`src/rtl/muldiv_pkg.sv`:
```
// muldiv_pkg: shared types and helpers for the iterative RV32M multiply/divide unit.
//   muldiv_op_t    - funct3 encoding of the eight M-extension ops
//   muldiv_state_t - FSM states of muldiv_unit
//   XLEN           - architectural operand width
//   is_signed_a/b  - whether rs1/rs2 are treated as two's complement for an op
//   is_div         - op belongs to the divide/remainder group
package muldiv_pkg;

    localparam int XLEN = 32;

    typedef enum logic [2:0] {
        OP_MUL    = 3'd0,
        OP_MULH   = 3'd1,
        OP_MULHSU = 3'd2,
        OP_MULHU  = 3'd3,
        OP_DIV    = 3'd4,
        OP_DIVU   = 3'd5,
        OP_REM    = 3'd6,
        OP_REMU   = 3'd7
    } muldiv_op_t;

    typedef enum logic [2:0] {
        ST_IDLE = 3'd0,
        ST_PREP = 3'd1,
        ST_CALC = 3'd2,
        ST_FIX  = 3'd3,
        ST_DONE = 3'd4
    } muldiv_state_t;

    function automatic logic is_signed_a(input muldiv_op_t op);
        return !(op == OP_MULHU || op == OP_DIVU || op == OP_REMU);
    endfunction

    function automatic logic is_signed_b(input muldiv_op_t op);
        return (op == OP_MULH || op == OP_DIV || op == OP_REM);
    endfunction

    // funct3[2] splits the multiply group from the divide group
    function automatic logic is_div(input muldiv_op_t op);
        return op[2];
    endfunction

endpackage

```
`src/rtl/muldiv_step.sv`:
```
// muldiv_step: one combinational iteration of the unsigned magnitude datapath.
//   is_div   in  1      0: shift-add multiply step, 1: restoring divide step
//   acc      in  2*W    mul: {partial hi, remaining multiplier}; div: {rem, quo}
//   divisor  in  W      multiplicand magnitude (mul) or divisor magnitude (div)
//   acc_next out 2*W    accumulator after this iteration
module muldiv_step #(
    parameter int W = 32
) (
    input  logic           is_div,
    input  logic [2*W-1:0] acc,
    input  logic [W-1:0]   divisor,
    output logic [2*W-1:0] acc_next
);

    logic [W:0]   mul_sum;
    logic         fits;
    logic [W-1:0] diff;

    always_comb begin
        // Multiply: add multiplicand into the high half when the current
        // multiplier bit is set, then shift the whole 65-bit value right.
        mul_sum = {1'b0, acc[2*W-1:W]} + (acc[0] ? {1'b0, divisor} : '0);

        // Divide: partial remainder shifted left is {acc[2W-1], acc[2W-2:W-1]}.
        // If its top bit is set it already exceeds any W-bit divisor, and the
        // W-bit wrapped difference is then exact since the true result < divisor.
        fits = acc[2*W-1] || (acc[2*W-2:W-1] >= divisor);
        diff = acc[2*W-2:W-1] - divisor;

        if (!is_div)
            acc_next = {mul_sum, acc[W-1:1]};
        else if (fits)
            acc_next = {diff, acc[W-2:0], 1'b1};
        else
            acc_next = {acc[2*W-2:0], 1'b0};
    end

endmodule

```
`src/rtl/muldiv_unit.sv`:
```
// muldiv_unit: iterative RV32M multiply/divide unit for the EX stage.
// Fixed 35-cycle latency from accepted start to done for every op.
//   clk     in   1     rising-edge clock
//   reset   in   1     synchronous, active-high
//   start   in   1     request, honoured only in IDLE or DONE
//   op      in   3     muldiv_op_t (funct3 encoding)
//   a, b    in   XLEN  rs1 / rs2, captured on accepted start
//   flush   in   1     abandon in-flight op, return to IDLE
//   busy    out  1     high in PREP, CALC, FIX
//   done    out  1     one-cycle pulse in DONE
//   result  out  XLEN  registered, updated only on the edge entering DONE
module muldiv_unit
    import muldiv_pkg::*;
#(
    parameter int XLEN = 32
) (
    input  logic             clk,
    input  logic             reset,
    input  logic             start,
    input  muldiv_op_t       op,
    input  logic [XLEN-1:0]  a,
    input  logic [XLEN-1:0]  b,
    input  logic             flush,
    output logic             busy,
    output logic             done,
    output logic [XLEN-1:0]  result
);

    localparam int CNT_W = $clog2(XLEN);

    muldiv_state_t     state;
    muldiv_op_t        op_r;
    logic [XLEN-1:0]   a_r, b_r;
    logic [XLEN-1:0]   divisor;
    logic [2*XLEN-1:0] acc;
    logic [CNT_W-1:0]  cnt;
    logic              sa, sb;

    // PREP-cycle sign extraction and magnitude conversion
    logic              a_neg, b_neg;
    logic [XLEN-1:0]   mag_a, mag_b;

    // FIX-cycle result selection
    logic [2*XLEN-1:0] prod;
    logic [XLEN-1:0]   quo, rem;
    logic              div0, ovf;
    logic [XLEN-1:0]   fix_result;

    logic [2*XLEN-1:0] step_acc;

    muldiv_step #(.W(XLEN)) u_step (
        .is_div   (is_div(op_r)),
        .acc      (acc),
        .divisor  (divisor),
        .acc_next (step_acc)
    );

    always_comb begin
        a_neg = is_signed_a(op_r) & a_r[XLEN-1];
        b_neg = is_signed_b(op_r) & b_r[XLEN-1];
        mag_a = a_neg ? -a_r : a_r;
        mag_b = b_neg ? -b_r : b_r;
    end

    always_comb begin
        prod = (sa ^ sb) ? -acc : acc;
        quo  = (sa ^ sb) ? -acc[XLEN-1:0] : acc[XLEN-1:0];
        rem  = sa ? -acc[2*XLEN-1:XLEN] : acc[2*XLEN-1:XLEN];
        div0 = (b_r == '0);
        ovf  = (op_r == OP_DIV || op_r == OP_REM) &&
               (a_r == {1'b1, {(XLEN-1){1'b0}}}) && (b_r == '1);
        case (op_r)
            OP_MUL:                       fix_result = prod[XLEN-1:0];
            OP_MULH, OP_MULHSU, OP_MULHU: fix_result = prod[2*XLEN-1:XLEN];
            OP_DIV, OP_DIVU:
                if (div0)     fix_result = '1;
                else if (ovf) fix_result = {1'b1, {(XLEN-1){1'b0}}};
                else          fix_result = quo;
            default:
                if (div0)     fix_result = a_r;
                else if (ovf) fix_result = '0;
                else          fix_result = rem;
        endcase
    end

    always_ff @(posedge clk) begin
        if (reset) begin
            state   <= ST_IDLE;
            busy    <= 1'b0;
            done    <= 1'b0;
            result  <= '0;
            cnt     <= '0;
            op_r    <= OP_MUL;
            a_r     <= '0;
            b_r     <= '0;
            divisor <= '0;
            acc     <= '0;
            sa      <= 1'b0;
            sb      <= 1'b0;
        end else if (flush) begin
            // flush beats a coincident start; result is left untouched
            state <= ST_IDLE;
            busy  <= 1'b0;
            done  <= 1'b0;
        end else begin
            case (state)
                ST_IDLE, ST_DONE: begin
                    done <= 1'b0;
                    if (start) begin
                        state <= ST_PREP;
                        busy  <= 1'b1;
                        op_r  <= op;
                        a_r   <= a;
                        b_r   <= b;
                    end else begin
                        state <= ST_IDLE;
                    end
                end
                ST_PREP: begin
                    sa      <= a_neg;
                    sb      <= b_neg;
                    divisor <= mag_b;
                    // same initial layout for both groups: low half holds
                    // the multiplier / dividend magnitude
                    acc     <= {{XLEN{1'b0}}, mag_a};
                    cnt     <= CNT_W'(XLEN - 1);
                    state   <= ST_CALC;
                end
                ST_CALC: begin
                    acc <= step_acc;
                    if (cnt == '0) state <= ST_FIX;
                    else           cnt   <= cnt - 1'b1;
                end
                ST_FIX: begin
                    result <= fix_result;
                    busy   <= 1'b0;
                    done   <= 1'b1;
                    state  <= ST_DONE;
                end
                default: begin
                    state <= ST_IDLE;
                    busy  <= 1'b0;
                    done  <= 1'b0;
                end
            endcase
        end
    end

endmodule

```
`config.mk`:
```
export PLATFORM = sky130hd
export DESIGN_NAME = muldiv_unit
export DESIGN_NICKNAME = d
export VERILOG_FILES = /design/src/rtl/muldiv_pkg.sv /design/src/rtl/muldiv_step.sv /design/src/rtl/muldiv_unit.sv
export SDC_FILE = /design/constraint.sdc
export NUM_CORES = 1
export LEC_CHECK = 0
export CAP_MARGIN = 20
export CELL_PAD_IN_SITES_DETAIL_PLACEMENT = 0
export CELL_PAD_IN_SITES_GLOBAL_PLACEMENT = 1
export CORE_MARGIN = 8
export CORE_UTILIZATION = 45
export CTS_BUF_LIST = sky130_fd_sc_hd__clkbuf_8
export DETAILED_ROUTE_END_ITERATION = 16
export PLACE_DENSITY_LB_ADDON = 0.1
export SYNTH_ARGS = -nofsm -noshare
export SYNTH_HDL_FRONTEND = slang
export SYNTH_SLANG_ARGS = --single-unit
```
`constraint.sdc`:
```
create_clock -name clk -period 8.6 [get_ports clk]
set_clock_uncertainty 0.2 [all_clocks]
set_input_delay 1.72 -clock clk [delete_from_list [all_inputs] [get_ports clk]]
set_output_delay 1.72 -clock clk [all_outputs]
set_load 0.01 [all_outputs]
```
==> results.py, run 1 <==
metrics = {
    "power": {
        "peakVddDrop_v": 0.000120,
        "power_density_mw_per_mm2": 144,
        "leakagePower_nw": 6.93,
    },
    "logic_synthesis": {
        "ys.flop_type": "dfxtp_1",
        "synth_fp_nets": 2354,
        "synth_area_per_cell_um2": 7.32,
        "synth_edf_count": 0,
        "netlist_instances": 2210,
        "synth_cell_types": 79,
        "netlist_area_mm2": 0.0162,
        "ys_async_sr_fraction": 0,
        "ys_ff_latch": 207,
        "yosys_warnings": 0,
        "yosysSeqAreaShare": 0.256,
    },
    "floorplan": {
        "die_area_mm2": 0.0423,
        "top_level_ports": 105,
        "die_w_um": 206,
        "num_rows": 69,
        "start_util": 0.456,
        "die_h_um": 206,
        "core_area_mm2": 0.0355,
    },
    "grt": {
        "gr-total-overflow": 0,
        "grt_pass1_wl_um": 89400,
        "grt_pass1_vias": 15600,
        "grt_max_degree": 85,
        "track_usage": 0.265,
        "antenna_found_initial": 0,
    },
    "detailed_routing": {
        "routed_via_density": 6.09,
        "wire_per_inst_um": 21.2,
        "ant_nets": 0,
        "wl_um": 57100,
        "vias": 16400,
        "drt_iter0_markers": 1383,
        "drc_errors": 0,
        "drt_first_pass_iters": 6,
    },
    "clock_network": {
        "post-cts-setup-buffer-count": 0,
        "clk_path_buf_depth": 3,
        "cts_root_buf": "clkbuf_8",
        "cts_max_level": 2,
        "cts-buffers-inserted": 41,
        "cts_resized": 0,
        "cts_hold_buf": 0,
        "insertion_delay_ns": 0.58,
        "path_clk_slew_ns": 0.06,
        "cts_tree": "built",
        "cts_num_sinks": 207,
    },
    "placed_design": {
        "gp_congestion": 0.921,
        "hpwl_um": 42400,
        "dp_cells": 2621,
        "io_buffers": 104,
    },
    "sta": {
        "finalSetupViolCount": 0,
        "period_share": 0.618,
        "finalHoldViolations": 0,
        "maxSlewHeadroom": 0.197,
        "fin_crit_ns": 5.32,
        "rsz0062_at_grt": "no",
        "tightest_slew_ns": 1.19,
        "fmax_ghz": 0.188,
        "slew_violations": 0,
        "tns_ns": 0,
    },
    "status": {
        "status": "completed",
    },
    "setup_path": {
        "cp.arrival_ns": 5.53,
        "critical_path_class": "reg2reg",
        "cp_top_family": "simple AND/OR/NAND/NOR gates",
        "slowest_stage": "nor4_1",
        "critical_path.max_stage_delay_ns": 1.03,
        "cp-start-kind": "flip-flop",
        "worst-path-buf-inv": 0,
        "crit_fanout": 28,
        "end_kind": "flip-flop",
        "critPathRequiredTime_ns": 8.82,
        "critical_path.cell_chain": "or4_1 -> nand4bb_1 -> nor4_1 -> and3_1 -> or3_1 -> o22ai_1 -> a2111oi_0 -> nor3_1",
    },
    "finish": {
        "syn_to_final_growth_pct": 12.4,
        "antenna_cells_inserted": 0,
        "final_layout_size_suffix_gt1_frac": 0.0595,
        "fillers": 3620,
        "fin_nets": 2350,
        "layout_commonest_cell": "nand2_1",
        "regArea_mm2": 0.00415,
        "mostFrequentLayoutCells": "293 x nand2_1, 237 x a21oi_1, 209 x nor2_1, 206 x dfxtp_1, 114 x xor2_1",
        "multi_input_area_mm2": 0.0111,
        "layout.cells.non_filler": 2695,
    },
    "flow_run": {
        "drv_cap": 0,
    },
    "worst_hold_path": {
        "hold_path.class": "reg2reg",
    },
}
==> logic make-up (layout without fill, tap and decap cells) <==
family / count (synthesis) / count (layout) / share of synthesized area
adders and majority gates: 73 / 73 / 0.0574
buffers and inverters: 237 / 261 / 0.0578
xor gates and xnor gates: 203 / 203 / 0.110
muxes: 38 / 38 / 0.0237
and+or+nand+nor: 757 / 757 / 0.216
AOI/OAI and AO/OA: 695 / 695 / 0.279
DFF: 207 / 207 / 0.256
==> where the power goes <==
group          switching [mW]  leakage, nW  total, mW  internal [mW]
Clock                   0.464        0.457       1.05          0.583
Sequential             0.0510         1.68       1.04          0.986
Combinational           0.334         4.79      0.527          0.194
==> per-layer routing <==
metal	wire length, µm	track usage
met1	26800	0.379
met2	23800	0.387
met3	5040	0.0612
met4	1450	0.0779
met5	0	0
==> worst register-to-register path, delay by kind of cell, from the launching register on <==
family	cells	cell delay, ns
AO/OA/AOI/OAI	2	0.64
flip-flops	1	0.42
AND/OR/NAND/NOR	6	3.91
==> synth_stat cells (all sizes together), types with 17 or more instances <==
| master | number | area (µm²) |
|---|---|---|
| a31oi | 19 | 119 |
| dfxtp | 207 | 4140 |
| nand3 | 26 | 143 |
| buf | 31 | 159 |
| nor2 | 212 | 796 |
| o221ai | 25 | 219 |
| nand4 | 23 | 144 |
| xor2 | 115 | 1010 |
| ha | 71 | 888 |
| inv | 65 | 244 |
| a21o | 34 | 255 |
| nor3 | 58 | 313 |
| o41ai | 19 | 166 |
| o21ai | 117 | 601 |
| nand2 | 294 | 1100 |
| a21oi | 238 | 1190 |
| a211oi | 70 | 526 |
| o31ai | 37 | 278 |
| nor4 | 20 | 131 |
| or3 | 23 | 149 |
| clkbuf | 141 | 532 |
| mux2i | 36 | 360 |
| or4 | 17 | 146 |
| xnor2 | 88 | 771 |
| nand2b | 18 | 113 |
| a22o | 19 | 166 |
==> state kept, by name, indices dropped and copies added (netlist names) <==
name / cells
acc: 64
a_r: 32
b_r: 32
divisor: 32
result: 32
cnt: 5
op_r: 3
state: 3
busy: 1
done: 1
sa: 1
sb: 1
==> cell type report <==
class / count / area share
inverters: 65 / 0.0134
flip-flops and latches: 207 / 0.228
clock buffers: 53 / 0.0401
multi-input cells: 1766 / 0.613
repair buffers: 125 / 0.0670
well taps: 461 / 0.0317
clock inverters: 18 / 0.00640
==> through the flow <==
step / hold slack (ns) / total power [mW] / util / worst slack [ns] / area [µm²]
floorplan: 0.232 / 1.41 / - / 5.19 / 16200
global route: 0.285 / 2.73 / 0.512 / 3.09 / 18200
detailed placement: 0.256 / 1.57 / 0.488 / 3.47 / 17300
finish: 0.253 / 2.61 / 0.512 / 3.28 / 18200
CTS: 0.268 / 2.63 / 0.511 / 3.43 / 18100
global placement: 0.234 / 1.57 / 0.487 / 3.45 / 17300
==> worst paths after layout <==
kind,startpoint,to,slack [ns],depth (start not counted)
max,a_r[8],result[14],3.28,8
min,result[19],result[19],0.25,2
max reg2reg,a_r[8],result[14],3.28,8
min reg2reg,result[19],result[19],0.25,2
(Power assumes the default switching activity.)
==> inputs of run 2 (changes only) <==
--- a/config.mk
+++ b/config.mk
@@ -9,7 +9,7 @@
 export CELL_PAD_IN_SITES_DETAIL_PLACEMENT = 0
 export CELL_PAD_IN_SITES_GLOBAL_PLACEMENT = 1
 export CORE_MARGIN = 8
-export CORE_UTILIZATION = 45
+export CORE_UTILIZATION = 41
 export CTS_BUF_LIST = sky130_fd_sc_hd__clkbuf_8
 export DETAILED_ROUTE_END_ITERATION = 16
 export PLACE_DENSITY_LB_ADDON = 0.1
==> constraint.sdc (replaced) <==
create_clock -name clk -period 4.8 [get_ports clk]
set_clock_uncertainty 0.2 [all_clocks]
set_input_delay 0.96 -clock clk [delete_from_list [all_inputs] [get_ports clk]]
set_output_delay 0.96 -clock clk [all_outputs]
set_load 0.01 [all_outputs]
==> run 2 against run 1 <==
  * Worst hold slack lost 0.0023 ns
  * Clock power grew 77%
  * Power is 81% higher
  * Clock-buffer cell count fell by 1
  * Final cell count is 3.3% higher
  * Critical path type unchanged
  * Critical endpoint is now acc[58]
==> results.py, run 2 (synthesis gave the netlist of run 1 again) <==
metrics = {
    "setup_path": {
        "cp-start-kind": "flip-flop",
        "crit_fanout": 11,
        "critical_path_class": "reg2reg",
        "cp.arrival_ns": 4.41,
        "end_kind": "flip-flop",
        "critPathRequiredTime_ns": 5.08,
    },
    "finish": {
        "syn_to_final_growth_pct": 14.0,
        "mostFrequentLayoutCells": "293 x nand2_1, 237 x a21oi_1, 209 x nor2_1, 206 x dfxtp_1, 114 x xor2_1",
        "fin_util": 0.475,
        "fin_nets": 2378,
        "largest_reg_flops": 64,
        "regMostFlops": "acc",
        "final_layout_size_suffix_gt1_frac": 0.0698,
        "layout_commonest_cell": "nand2_1",
        "fillers": 3995,
    },
    "detailed_routing": {
        "wire_per_inst_um": 21.9,
        "routed_via_density": 5.94,
        "ant_nets": 0,
        "drc_errors": 0,
        "drt_first_pass_iters": 5,
        "vias": 16500,
        "drt_iter0_markers": 1419,
        "wl_um": 60900,
    },
    "worst_hold_path": {
        "hold_path.class": "reg2reg",
    },
    "floorplan": {
        "die_area_mm2": 0.0461,
        "die_h_um": 215,
        "start_util": 0.417,
        "core_area_mm2": 0.0388,
        "die_w_um": 215,
        "top_level_ports": 105,
        "num_rows": 72,
    },
    "placed_design": {
        "io_buffers": 104,
        "hpwl_um": 46000,
        "gp_congestion": 0.926,
    },
    "power": {
        "power_density_mw_per_mm2": 256,
        "leakagePower_nw": 7.08,
        "p_total_mw": 4.73,
        "peakVddDrop_v": 0.000187,
    },
    "grt": {
        "antenna_found_initial": 1,
        "grt_pass1_vias": 15900,
        "grt_pass1_wl_um": 93700,
        "grt_util_met1": 0.363,
        "grt_max_degree": 88,
        "gr-total-overflow": 0,
        "use_met3": 0.0439,
        "grt.busiest_layer": "met2",
        "gr-usage-met2": 0.382,
        "track_usage": 0.253,
    },
    "sta": {
        "tightest_slew_ns": 1.11,
        "fmax_ghz": 0.242,
        "slew_violations": 0,
        "finalSetupViolCount": 0,
        "fin_crit_ns": 4.13,
        "finalHoldViolations": 0,
        "tns_ns": 0,
        "rsz0062_at_grt": "no",
        "maxSlewHeadroom": 0.257,
        "period_share": 0.861,
    },
    "clock_network": {
        "insertion_delay_ns": 0.61,
        "cts_num_sinks": 207,
        "cts_root_buf": "clkbuf_8",
        "cts_hold_buf": 0,
        "post-cts-setup-buffer-count": 0,
        "clk_path_buf_depth": 3,
        "cts-buffers-inserted": 41,
        "cts_max_level": 2,
        "cts_resized": 0,
        "cts_tree": "built",
        "path_clk_slew_ns": 0.06,
    },
    "flow_run": {
        "drv_cap": 0,
    },
    "status": {
        "status": "completed",
    },
}
## run 2: cell types whose count changed in the layout (fill, tap and decap cells not counted)
cell | previous run | this run
inv_1 | 70 | 75
buf_8 | 1 | 0
buf_4 | 18 | 48
dlymetal6s2s_1 | 1 | 0
clkbuf_2 | 1 | 0
clkinv_2 | 9 | 7
clkbuf_8 | 53 | 52
diode_2 | 0 | 2
clkinvlp_4 | 3 | 2
buf_2 | 0 | 1
## run 2: layout make-up
type / count / area [µm²] / area share
clock inverter: 20 / 118 / 0.00638
timing repair buffer: 153 / 1420 / 0.0768
tap: 518 / 648 / 0.0352
clock buffer: 52 / 716 / 0.0388
antenna: 2 / 5.00 / 0.000271
inverter: 65 / 244 / 0.0132
multi-input combinational: 1766 / 11100 / 0.604
sequential: 207 / 4150 / 0.225
## run 2: critical path, stage by stage (launching register included)
cell and delay, ns:
dfxtp_1 0.35, inv_1 0.32, buf_4 0.26, nor2_1 0.06
ha_1 0.33, and3_1 0.19, nand3_1 0.08, o21ai_0 0.48
o21bai_1 0.27, o311ai_0 0.69, o31a_1 0.23, xor2_1 0.07
a222oi_1 0.32, o21ai_0 0.15
## run 2: metal layers
metal / wire, µm / vias up / share of wire
li1: - / 7996 / -
met3: 4230 / 96 / 0.069
met2: 25900 / 604 / 0.42
met5: 0 / - / 0
met1: 29400 / 7841 / 0.48
met4: 1410 / 0 / 0.023
## run 2: through the flow
stage	setup WS, ns	hold WS (ns)	instances	area [µm²]
after floorplan	1.50	0.232	2210	16200
final	0.665	0.251	2783	18400
after global routing	0.308	0.287	2781	18400
after global placement	0.357	0.229	2707	17600
after CTS	0.768	0.248	2780	18400
after detailed placement	0.792	0.240	2708	17600
## run 2: worst paths after layout
kind | from | to | slack, ns | cells past startpoint
min | result[19] | result[19] | 0.25 | 2
max reg2reg | acc[0] | acc[58] | 0.67 | 13
max | acc[0] | acc[58] | 0.67 | 13
min reg2reg | result[19] | result[19] | 0.25 | 2
## run 2: report_power, final
part	switching [mW]	internal (mW)	total, mW
Combinational	0.642	0.368	1.01
Sequential	0.0885	1.77	1.86
Clock	0.838	1.03	1.86
